<file path="config.mk">
export PLATFORM = sky130hd
export DESIGN_NAME = retrig_driver
export DESIGN_NICKNAME = d
export VERILOG_FILES = /design/src/rtl/retrig_driver.sv
export SDC_FILE = /design/constraint.sdc
export NUM_CORES = 1
export LEC_CHECK = 0
export CAP_MARGIN = 20
export CELL_PAD_IN_SITES_DETAIL_PLACEMENT = 1
export CELL_PAD_IN_SITES_GLOBAL_PLACEMENT = 1
export CORE_MARGIN = 2
export CORE_UTILIZATION = 43
export CTS_BUF_LIST = sky130_fd_sc_hd__clkbuf_8
export CTS_CLUSTER_DIAMETER = 120
export DETAILED_ROUTE_END_ITERATION = 7
export GPL_ROUTABILITY_DRIVEN = 0
export PLACE_DENSITY_LB_ADDON = 0.1
export SLEW_MARGIN = 5
export SYNTH_ARGS = -nofsm -noshare
export SYNTH_HDL_FRONTEND = slang
export SYNTH_SLANG_ARGS = --single-unit
</file>
<file path="constraint.sdc">
create_clock -name clk -period 6.9 [get_ports clk]
set_clock_uncertainty 0.05 [all_clocks]
set_input_delay 1.38 -clock clk [delete_from_list [all_inputs] [get_ports clk]]
set_output_delay 1.38 -clock clk [all_outputs]
set_load 0.02 [all_outputs]
</file>
<file path="src/rtl/retrig_driver.sv">
// Retrigger driver: emits a burst of any-edge retrigger events at a fixed
// interval to keep a downstream monostable held, with stop, timeout guard and event count.
module retrig_driver #(
  parameter int PERIOD_W = 16,
  parameter int TIMEOUT  = 250
) (
  input  logic                clk,
  input  logic                rst_n,
  input  logic                start,
  input  logic                stop,
  input  logic [PERIOD_W-1:0] period,
  input  logic [7:0]          burst,
  output logic                retrig,
  output logic                retrig_pulse,
  output logic                busy,
  output logic                done,
  output logic                err,
  output logic [15:0]         ev_cnt
);

  typedef enum logic {IDLE, RUN} state_t;

  localparam logic [PERIOD_W:0] TMO = (PERIOD_W + 1)'(TIMEOUT);

  state_t              state;
  logic [PERIOD_W-1:0] per_q;
  logic [PERIOD_W-1:0] cnt;
  logic [7:0]          left;
  logic                cont;

  always_ff @(posedge clk or negedge rst_n) begin
    if (!rst_n) begin
      state        <= IDLE;
      per_q        <= '0;
      cnt          <= '0;
      left         <= '0;
      cont         <= 1'b0;
      retrig       <= 1'b0;
      retrig_pulse <= 1'b0;
      busy         <= 1'b0;
      done         <= 1'b0;
      err          <= 1'b0;
      ev_cnt       <= '0;
    end else begin
      retrig_pulse <= 1'b0;
      done         <= 1'b0;
      err          <= 1'b0;
      case (state)
        IDLE: begin
          if (start && !stop) begin
            if (period == '0 || {1'b0, period} >= TMO) begin
              err <= 1'b1;
            end else begin
              // First event is issued on the same edge that accepts start.
              state        <= RUN;
              busy         <= 1'b1;
              per_q        <= period;
              cnt          <= period;
              cont         <= (burst == 8'd0);
              left         <= burst - 8'd1;
              retrig       <= ~retrig;
              retrig_pulse <= 1'b1;
              ev_cnt       <= ev_cnt + 16'd1;
            end
          end
        end
        RUN: begin
          if (stop) begin
            state <= IDLE;
            busy  <= 1'b0;
          end else if (!cont && left == 8'd0) begin
            state <= IDLE;
            busy  <= 1'b0;
            done  <= 1'b1;
          end else if (cnt == PERIOD_W'(1)) begin
            cnt          <= per_q;
            retrig       <= ~retrig;
            retrig_pulse <= 1'b1;
            ev_cnt       <= ev_cnt + 16'd1;
            if (!cont) left <= left - 8'd1;
          end else begin
            cnt <= cnt - PERIOD_W'(1);
          end
        end
        default: state <= IDLE;
      endcase
    end
  end

endmodule

</file>
# [Word level (Yosys, flattened, before mapping)]
# Cells that the tools add are included.
[totals] register_bits=63 latch_bits=0 mem_bits_rw=0 mem_bits_ro=0 input_bits=28 out_inout_bits=21 elab_cells=85 n_memories=0
[classes] addsub=4 multipliers=0 div=0 magnitude_cmp=1 n_eq_ne=8 shifts=0 n_mux=45 n_bitwise=3 reduce_logical=13
[op_table] cell="two-way mux 16 bit" count=10
[op_table] cell="case mux 16 bit (2 select lines)" count=2
[op_table] cell="two-way mux 8 bit" count=6
[op_table] cell="two-way mux 1 bit" count=22
[op_table] cell="adder 16 x 1 -> 16 bit (second input constant)" count=1
[op_table] cell="equality test 16 x 1 -> 1 bit (second input constant)" count=1
[op_table] cell="greater-or-equal comparator 16 x 8 -> 1 bit (second input constant)" count=1
[op_table] cell="logical NOT 16 bit" count=1
[op_table] cell="logical NOT 8 bit" count=2
[op_table] cell="case mux 8 bit (2 select lines)" count=1
[op_table] cell="subtractor 16 x 1 -> 16 bit (second input constant)" count=1
[op_table] cell="subtractor 8 x 1 -> 8 bit (second input constant)" count=2
[op_table] cell="inequality test 2 bit (second input constant)" count=5
[op_table] cell="case mux 1 bit (2 select lines)" count=4
[op_table] cell="AND reduction 3 bit" count=2
[op_table] cell="AND reduction 6 bit" count=1
[op_table] cell="AND reduction 5 bit" count=1
[op_table] cell="AND reduction 4 bit" count=1
[op_table] cell="inequality test 3 x 2 -> 1 bit (second input constant)" count=1
[op_table] cell="inverter 1 bit" count=3
[op_table] cell="logical AND 1 bit" count=2
[op_table] cell="logical NOT 1 bit" count=2
[op_table] cell="inequality test 2 x 1 -> 1 bit (second input constant)" count=1
[op_table] cell="logical OR 1 bit" count=1

# [Logic depth before layout (Yosys ltp)]
# Gate-level depths: netlist of the first run.
[depth] word_depth=6 ltp_mapped=9 depth_no_buf=7

# [Least setup slack after synthesis of the first run]
# Ideal clock, no wire load.
[synth_path] path_type="input-to-reg" startpoint="in period[12]" endpoint="reg ev_cnt[10]" t_arrival_ps=3022 path_slack_ps=3748 path_stages=7 path_buffers=2 cell_sequence="nor4_2 > nand2_2 > or4_4 > buf_6 > buf_6 > a2111oi_2 > xnor2_1"
[synth_via] elab_chain_len=4
[synth_rtl] item="start: declaration" line="11" rtl="input logic [PERIOD_W-1:0] period,"
[synth_rtl] item="greater-or-equal comparator 16 x 8 -> 1 bit / logical NOT 16 bit (equally long branches)" line="51" rtl="if (period == '0 || {1'b0, period} >= TMO) begin"
[synth_rtl] item="logical OR 1 bit *" line="51"
[synth_rtl] item="inequality test 2 bit (no line) *"
[synth_rtl] item="AND reduction 5 bit (no line) *"
[synth_rtl] item="end signal: assignment" line="63" rtl="ev_cnt <= ev_cnt + 16'd1;"
[synth_rtl] item="end signal: assignment" line="79" rtl="ev_cnt <= ev_cnt + 16'd1;"
[synth_rtl] item="end: declaration" line="18" rtl="output logic [15:0] ev_cnt"
# Every way passes the cells marked *; elsewhere a longest branch is shown, timed or not.
# A chain may end at the register's enable or synchronous reset.

# [Final worst setup path of the first run]
[layout_path] startpoint="in period[12]" endpoint="reg cnt[1]"
[layout_via] elab_chain_len=4
[layout_rtl] item="greater-or-equal comparator 16 x 8 -> 1 bit / logical NOT 16 bit (equally long branches)" line="51"
[layout_rtl] item="logical OR 1 bit *" line="51"
[layout_rtl] item="inequality test 2 bit (no line) *"
[layout_rtl] item="AND reduction 4 bit (no line) *"
[layout_rtl] item="end signal: assignment" line="58" rtl="cnt <= period;"
[layout_rtl] item="end signal: assignment" line="76" rtl="cnt <= per_q;"
[layout_rtl] item="end signal: assignment" line="82" rtl="cnt <= cnt - PERIOD_W'(1);"
[layout_rtl] item="end: declaration" line="27" rtl="logic [PERIOD_W-1:0] cnt;"
# Marks and branches as above.

==> impl_metrics.toml, run 1 <==
[route]
wl_per_cell_um = 18.92
post_drt_via_cell_ratio = 5.940
vias = 3178
drt-initial-drc-count = 77
antenna_left = 0
drc = 0
drt_wl_total_um = 10120
first_pass_iters = 4

[synth]
ys_warn_count = 0
async_flop_share_pct = 100.0
synth_top_area_share_pct = 43.69
synthMuxAreaShare_pct = 2.358
synth_cells = 384
synth_nets = 416
synthXorXnorAreaFrac_pct = 5.097
synthSimpleGateAreaFrac_pct = 24.51
synth_compound_area_share_pct = 18.79
ys_types = 55
synth.area.top_cells = "dfrtp_1 (44%), nand2_1 (4.9%), xnor2_1 (2.7%), a2111oi_2 (2.5%), a22o_1 (2.4%)"
synth_top_family_by_area = "simple AND/OR/NAND/NOR gates"
ys_seq_area_share_pct = 43.69
synth-main-ff-cell = "dfrtp_1"
synth_seq_cells = 63
syn_area_um2 = 3608
synth.avg_cell_area_um2 = 9.397
synth_top_cell_by_area = "dfrtp_1"
synth_fa_ha_area_share_pct = 1.387
synth_edf_count = 0

[die]
io_pins = 49
coreArea_um2 = 8175
placementRows = 33
dieHeight_um = 95.61
die_w_um = 95.61
start_util_pct = 44.14
dieArea_um2 = 9140

[power_and_ir_drop]
power_uw = 793.6
ir_worst_vdd_mv = 0.1171
powerDensity_nw_per_um2 = 184.1
cellLeakagePower_uw = 0.001848

[timing]
finalHoldViolCount = 0
setup_tns_ns = 0
max_slew_margin_pct = 40.99
holdWs_ns = 0.4165
tightest_slew_ns = 0.8783
fin_crit_ns = 3.729
slew_viol_final = 0
period_share_pct = 54.05
rsz0062_at_grt = "no"
final-setup-viol-count = 0
max_freq_mhz = 268.1

[global_route]
grt-ovfl-total = 0
grt_pass1_vias = 3309
grt_max_degree = 64
antenna_found_initial = 0
track_usage_pct = 23.83
grt_pass1_wl_um = 16810

[worst_setup_path]
cp_max_fo = 33
ff2ff_setup_slack_ns = 3.61
arrival_ns = 3.90
r2r_end = "left[2]"
rr_worst_depth = 7
r2r_start = "cnt[1]"
cp_data_required_time_ns = 7.08
end_kind = "flop"
critPathLaunch = "period[12]"
critical_path_class = "in2reg"
cp-start-kind = "primary input"

[cells_and_area]
antenna_cells = 0
finalNetCount = 457
fin_cells = 535
syn_to_final_growth_pct = 19.49
drive_above_1_share_pct = 10.23

[clock_tree]
cts_max_path_buffers = 2
clock-root-buffer = "clkbuf_8"
cts_resized = 0
h-tree-depth = 3
path_clk_slew_ns = 0.07
cts_tree = "done"
post_cts.repair.setup_buffers = 0
cts_buffers = 9
clk_latency_ns = 0.34
hold_buffers = 0
cts_sinks = 63

[min_path]
holdCritPathClass = "reg2reg"
hp-start = "per_q[6]"
hold_path_depth = 2
worstHoldEndpoint = "per_q[6]"

[placed_design]
placed_cells = 519
dpl.hpwl_um = 6949
io_buffers = 48

[status]
status = "finished, final reports clean"

[run]
cap_violations = 0
==> synth_stat cells, drive strengths merged, types with 3 or more instances <==
cell type,count
nand4,6
xor2,10
nor3,17
xnor2,11
nand2,48
and2,9
or3,8
o31ai,3
buf,6
ha,4
o221a,3
a211oi,4
o22ai,12
nand3,17
nand2b,5
nor4,14
inv,12
o21ai,9
a22o,10
a21oi,13
a31oi,11
a2111oi,6
mux2i,4
dfrtp,63
mux2,4
or4,6
o211ai,3
a21o,3
nor2,21
clkbuf,17
==> flip-flops by register name, summed over array words and instances, names as in the netlist <==
signal,flops
retrig_pulse,1
retrig,1
err,1
state,1
cnt,16
cont,1
per_q,16
done,1
busy,1
left,8
ev_cnt,16
==> worst max-delay path: stages <==
cell and delay [ns]:
clkdlybuf4s50_1 0.41, nor4_2 0.34, nand2_2 0.19, or4_4 0.78, nand2_1 0.41, mux2_2 0.39
==> cells in the final DEF (no fill, tap or decap), types with 10 or more instances in the layout <==
cell / count
a21oi_1: 13
xnor2_1: 11
nor2_1: 21
nand3_1: 17
a31oi_1: 11
nand2_1: 47
inv_1: 15
clkdlybuf4s50_1: 47
xor2_1: 10
a22o_1: 10
dfrtp_1: 63
o22ai_1: 12
nor3_1: 17
==> metrics by stage <==
step	worst slack (ns)	utilization [%]	instance area, um2
after detailed placement	2.802	50.81	4154
after CTS	3.162	52.74	4312
after global placement	2.874	50.81	4154
final	3.171	52.74	4312
after global routing	3.044	52.74	4312
after floorplan	3.748	-	3608
==> routing by layer <==
| metal | routed length [um] | GRT usage [%] | vias up |
|---|---|---|---|
| met2 | 4737 | 36.83 | 83 |
| li1 | - | - | 1507 |
| met4 | 102 | 6.786 | 0 |
| met3 | 404 | 4.269 | 8 |
| met5 | 0 | 0 | - |
| met1 | 4876 | 34.25 | 1580 |
==> how the worst max path moves through the flow <==
stage                       to  cells after the start
floorplan           ev_cnt[10]                      7
global placement        cnt[1]                      6
detailed placement      cnt[1]                      6
CTS                     cnt[1]                      6
global route            cnt[1]                      6
finish                  cnt[1]                      6
==> where the power goes <==
group | switching (uW) | internal (uW) | leakage, uW
clock | 144 | 124 | 0.0000926
sequential | 15.0 | 380 | 0.000835
combinational | 80.1 | 49.4 | 0.000920
total | 239 | 554 | 0.00185
==> kinds of logic (layout without fill, tap and decap cells) <==
| group | after synthesis | after routing |
|---|---|---|
| AND/OR/NAND/NOR | 163 | 163 |
| AO/OA/AOI/OAI | 90 | 90 |
| flip-flops | 63 | 63 |
| buffers and inverters | 35 | 81 |
| XOR/XNOR | 21 | 21 |
| multiplexers | 8 | 8 |
| adder cells (fa/ha/maj) | 4 | 4 |
==> area by class of cell <==
cell class                 instances  area (um2)
timing repair buffer              53       513.0
clock buffer                       9       123.9
inverter                          12       45.04
tap                              105       131.4
sequential                        63        1577
fill                             925        3864
multi-input combinational        286        1888
clock inverter                     7       33.78
Note: power is estimated with default switching activity, not from simulation.
==> run 2: changes to the inputs <==
CORE_UTILIZATION = 40   (was 43)
clock period = 3.2 ns   (was 6.9 ns; I/O delays follow)
==> impl_metrics.toml, run 2 (synthesized netlist as in run 1, its figures left out) <==
[clock_tree]
h-tree-depth = 3
cts_resized = 0
clock-root-buffer = "clkbuf_8"
path_clk_slew_ns = 0.08
cts_max_path_buffers = 2
cts_buffers = 9
post_cts.repair.setup_buffers = 0
clk_latency_ns = 0.35
hold_buffers = 0
cts_tree = "done"
cts_sinks = 63

[cells_and_area]
drive_above_1_share_pct = 13.90
syn_to_final_growth_pct = 25.07
final_common_cell = "dfrtp_1"
finalInstanceArea_um2 = 4513
finalNetCount = 473
top_regs = "cnt (16), ev_cnt (16), per_q (16)"
mostFrequentLayoutCells = "dfrtp_1 (63), nand2_1 (47), clkdlybuf4s50_1 (47), nor2_1 (21), buf_4 (20)"
fin_cells = 554
antenna_cells = 0

[route]
first_pass_iters = 4
drc = 0
post_drt_via_cell_ratio = 5.917
wl_per_cell_um = 19.34
drt_wl_total_um = 10710
antenna_left = 0
drt-initial-drc-count = 166
vias = 3278

[timing]
slew_viol_final = 0
fin_crit_ns = 2.617
final-setup-viol-count = 0
rsz0062_at_grt = "no"
max_slew_margin_pct = 53.70
setup_tns_ns = 0
period_share_pct = 81.78
max_freq_mhz = 382.1
finalHoldViolCount = 0
holdWs_ns = 0.2862
tightest_slew_ns = 0.6945

[placed_design]
dpl.hpwl_um = 7585
placed_cells = 538
io_buffers = 48
place_area_um2 = 4290

[run]
cap_violations = 0

[power_and_ir_drop]
seq_power_share_pct = 43.2
p_int_uw = 1410
clockPowerShare_pct = 40.7
pwr-share-comb_pct = 16.1
cellLeakagePower_uw = 0.001948
ir_worst_vdd_mv = 0.2917
switchingPower_uw = 562.5
powerDensity_nw_per_um2 = 437.0
switching_share_pct = 28.52

[global_route]
grt-ovfl-total = 0
track_usage_pct = 23.29
grt_pass1_vias = 3454
grt_max_degree = 39
antenna_found_initial = 0
grt_pass1_wl_um = 18080

[die]
io_pins = 49
die_w_um = 98.98
dieHeight_um = 98.98
start_util_pct = 41.38
placementRows = 34
dieArea_um2 = 9797
coreArea_um2 = 8721

[worst_setup_path]
slowest_stage = "or4_4"
critical_path.cell_chain = "clkdlybuf4s50_1, nor4_2, nand2_2, or4_4, a2111oi_2, xor2_1"
slowest_delay_ns = 0.71
cp_data_required_time_ns = 3.42
arrival_ns = 2.83
cp_max_fo = 25
cp-start-kind = "primary input"
end_kind = "flop"
critical_path_class = "in2reg"

[min_path]
holdCritPathClass = "in2async"

[status]
status = "finished, final reports clean"
run 2: metrics by stage:
step / total power (uW) / worst slack [ns] / utilization [%]
final: 1972 / 0.5831 / 51.75
after global routing: 2049 / 0.4241 / 51.75
after CTS: 1986 / 0.5464 / 51.75
after detailed placement: 1185 / 0.1882 / 49.20
after global placement: 1177 / 0.2433 / 49.20
after floorplan: 1026 / 0.6944 / -
run 2: power by group through the flow:
| stage | registers [uW] | logic [uW] | clock network [uW] |
|---|---|---|---|
| 3_3_place_gp | 866 | 311 | 0 |
| 2_1_floorplan | 863 | 163 | 0 |
| 4_1_cts | 851 | 320 | 815 |
| 6_report | 852 | 318 | 803 |
| 5_1_grt | 857 | 345 | 847 |
| 3_5_place_dp | 867 | 318 | 0 |
run 2: cell type report:
type,count,area (um2)
repair buffers,69,645.6
clock inverters,6,85.08
fillers,987,4208
multi-input cells,286,1888
well taps,108,135.1
inverters,12,45.04
clock buffers,10,137.6
flip-flops and latches,63,1577
run 2: worst max-delay path, delay by kind of cell:
family                    cells  cell delay [ns]
buffers and inverters         1             0.41
and+or+nand+nor               3             1.19
AOI/OAI and AO/OA             1             0.40
xor gates and xnor gates      1             0.19
run 2: layer usage:
metal | vias up | wire, um | GRT usage, %
li1 | 1535 | - | -
met4 | 0 | 100 | 4.847
met5 | - | 0 | 0
met3 | 10 | 536 | 4.965
met2 | 82 | 5073 | 37.73
met1 | 1651 | 5001 | 32.37
run 2: final timing paths:
path	slack [ns]	cells past startpoint	start	endpoint
worst max-delay path	0.58	6	period[12]	ev_cnt[7]
worst max register to register	0.66	7	cnt[1]	ev_cnt[1]
worst min-delay path	0.29	1	rst_n	per_q[13]
worst min register to register	0.42	2	per_q[6]	per_q[6]
min in group clk	0.42	2	per_q[6]	per_q[6]
max in group asynchronous	2.08	2	rst_n	ev_cnt[4]
==> run 3: changes to the inputs <==
CORE_UTILIZATION = 43   (was 40)
clock period = 2.6 ns   (was 3.2 ns; I/O delays follow)
==> impl_metrics.toml, run 3 (synthesized netlist as in run 1, its figures left out) <==
[clock_tree]
hold_buffers = 0
clk_latency_ns = 0.34
cts_tree = "done"
h-tree-depth = 3
clock-root-buffer = "clkbuf_8"
cts_max_path_buffers = 2
cts_resized = 0
cts_sinks = 63
path_clk_slew_ns = 0.08
cts_buffers = 9
post_cts.repair.setup_buffers = 0

[worst_setup_path]
cp_data_required_time_ns = 2.82
r2r_end = "ev_cnt[12]"
cp_max_fo = 16
rr_worst_depth = 7
worst-path-buf-inv = 1
slowest_stage = "or4_4"
arrival_ns = 2.74
cp_top_family = "simple AND/OR/NAND/NOR gates"
cp-start-kind = "primary input"
critical_path.cell_chain = "clkdlybuf4s50_1, nor4_2, nand2_2, or4_4, a2111oi_2, xor2_1"
slowest_delay_ns = 0.69
ff2ff_setup_slack_ns = 0.27
r2r_start = "state"
critical_path_class = "in2reg"
end_kind = "flop"

[cells_and_area]
mostFrequentLayoutCells = "dfrtp_1 (63), nand2_1 (47), clkdlybuf4s50_1 (47), buf_4 (46), nor2_1 (21)"
drive_above_1_share_pct = 19.03
antenna_cells = 0
finalNetCount = 500
top_regs = "cnt (16), ev_cnt (16), per_q (16)"
syn_to_final_growth_pct = 30.24
fin_cells = 578
final_common_cell = "dfrtp_1"
final_core_util_pct = 57.48

[placed_design]
preCtsSetupSlack_ns = -0.2312
io_buffers = 48
placed_cells = 562
dpl.hpwl_um = 7269

[status]
status = "finished, final reports clean"

[timing]
period_share_pct = 97.19
tightest_slew_ns = 0.5121
fin_crit_ns = 2.527
final-setup-viol-count = 0
max_slew_margin_pct = 65.82
rsz0062_at_grt = "no"
holdWs_ns = 0.1409
setup_ws_ns = 0.07312
slew_viol_final = 0
finalHoldViolCount = 0
max_freq_mhz = 395.7

[route]
vias = 3296
post_drt_via_cell_ratio = 5.702
drc = 0
antenna_left = 0
wl_per_cell_um = 18.04
drt-initial-drc-count = 89
drt_wl_total_um = 10430
first_pass_iters = 4

[die]
dieArea_um2 = 9140
start_util_pct = 44.14
coreArea_um2 = 8175
io_pins = 49
die_w_um = 95.61
placementRows = 33
dieHeight_um = 95.61

[power_and_ir_drop]
clockPowerShare_pct = 37.4
seq_power_share_pct = 44.8
p_int_uw = 1663
powerDensity_nw_per_um2 = 498.1
switchingPower_uw = 678.3
pwr-share-comb_pct = 17.8
switching_share_pct = 28.97
power_uw = 2341
cellLeakagePower_uw = 0.002072
ir_worst_vdd_mv = 0.2542

[global_route]
grt-ovfl-total = 0
grt_pass1_wl_um = 17080
track_usage_pct = 24.46
grt_pass1_vias = 3405
antenna_found_initial = 0
grt_max_degree = 64

[min_path]
holdCritPathClass = "in2async"

[run]
cap_violations = 0
[run 3: how the worst max path moves through the flow]
stage | from | endpoint | slack [ns] | depth (start not counted)
2_1_floorplan | state | left[4] | 0.09 | 8
3_3_place_gp | period[12] | cnt[0] | -0.19 | 6
3_5_place_dp | period[12] | ev_cnt[15] | -0.23 | 6
4_1_cts | period[12] | ev_cnt[12] | 0.07 | 6
5_1_grt | period[12] | ev_cnt[12] | 0.001 | 6
6_report | period[12] | ev_cnt[12] | 0.07 | 6
[run 3: layout make-up]
cell class                 instances  area (um2)
clock inverter                     6       60.06
tap                              105       131.4
sequential                        63        1577
inverter                          12       45.04
clock buffer                      10       137.6
timing repair buffer              96       860.8
fill                             931        3476
multi-input combinational        286        1888
[run 3: worst reg2reg max path: cells and delay by family, from the launching register on]
| family | cells | cell delay, ns |
|---|---|---|
| flops | 1 | 0.37 |
| compound gates | 2 | 0.72 |
| buf+inv | 2 | 0.62 |
| xor+xnor | 1 | 0.19 |
| simple gates | 2 | 0.30 |
[run 3: power groups by stage]
stage                     combinational, uW  sequential [uW]  clock (uW)
after floorplan                         201             1060           0
after global placement                  405             1070           0
after detailed placement                415             1070           0
after CTS                               420             1050         897
after global routing                    455             1050         949
final                                   416             1050         876
[run 3: per-layer routing]
| metal | routed length, um | GRT usage (%) | part of all wire, % | up-vias |
|---|---|---|---|---|
| met5 | 0 | 0 | 0 | - |
| met4 | 123 | 8.333 | 1.2 | 0 |
| met3 | 426 | 4.111 | 4.1 | 8 |
| met2 | 4890 | 39.22 | 47 | 70 |
| met1 | 4987 | 33.52 | 48 | 1626 |
| li1 | - | - | - | 1592 |
[run 3: metrics by stage]
| stage | area, um2 | TNS [ns] |
|---|---|---|
| after floorplan | 3608 | 0 |
| after CTS | 4700 | 0 |
| after global routing | 4700 | 0 |
| after global placement | 4502 | -3.869 |
| after detailed placement | 4502 | -6.040 |
| final | 4700 | 0 |
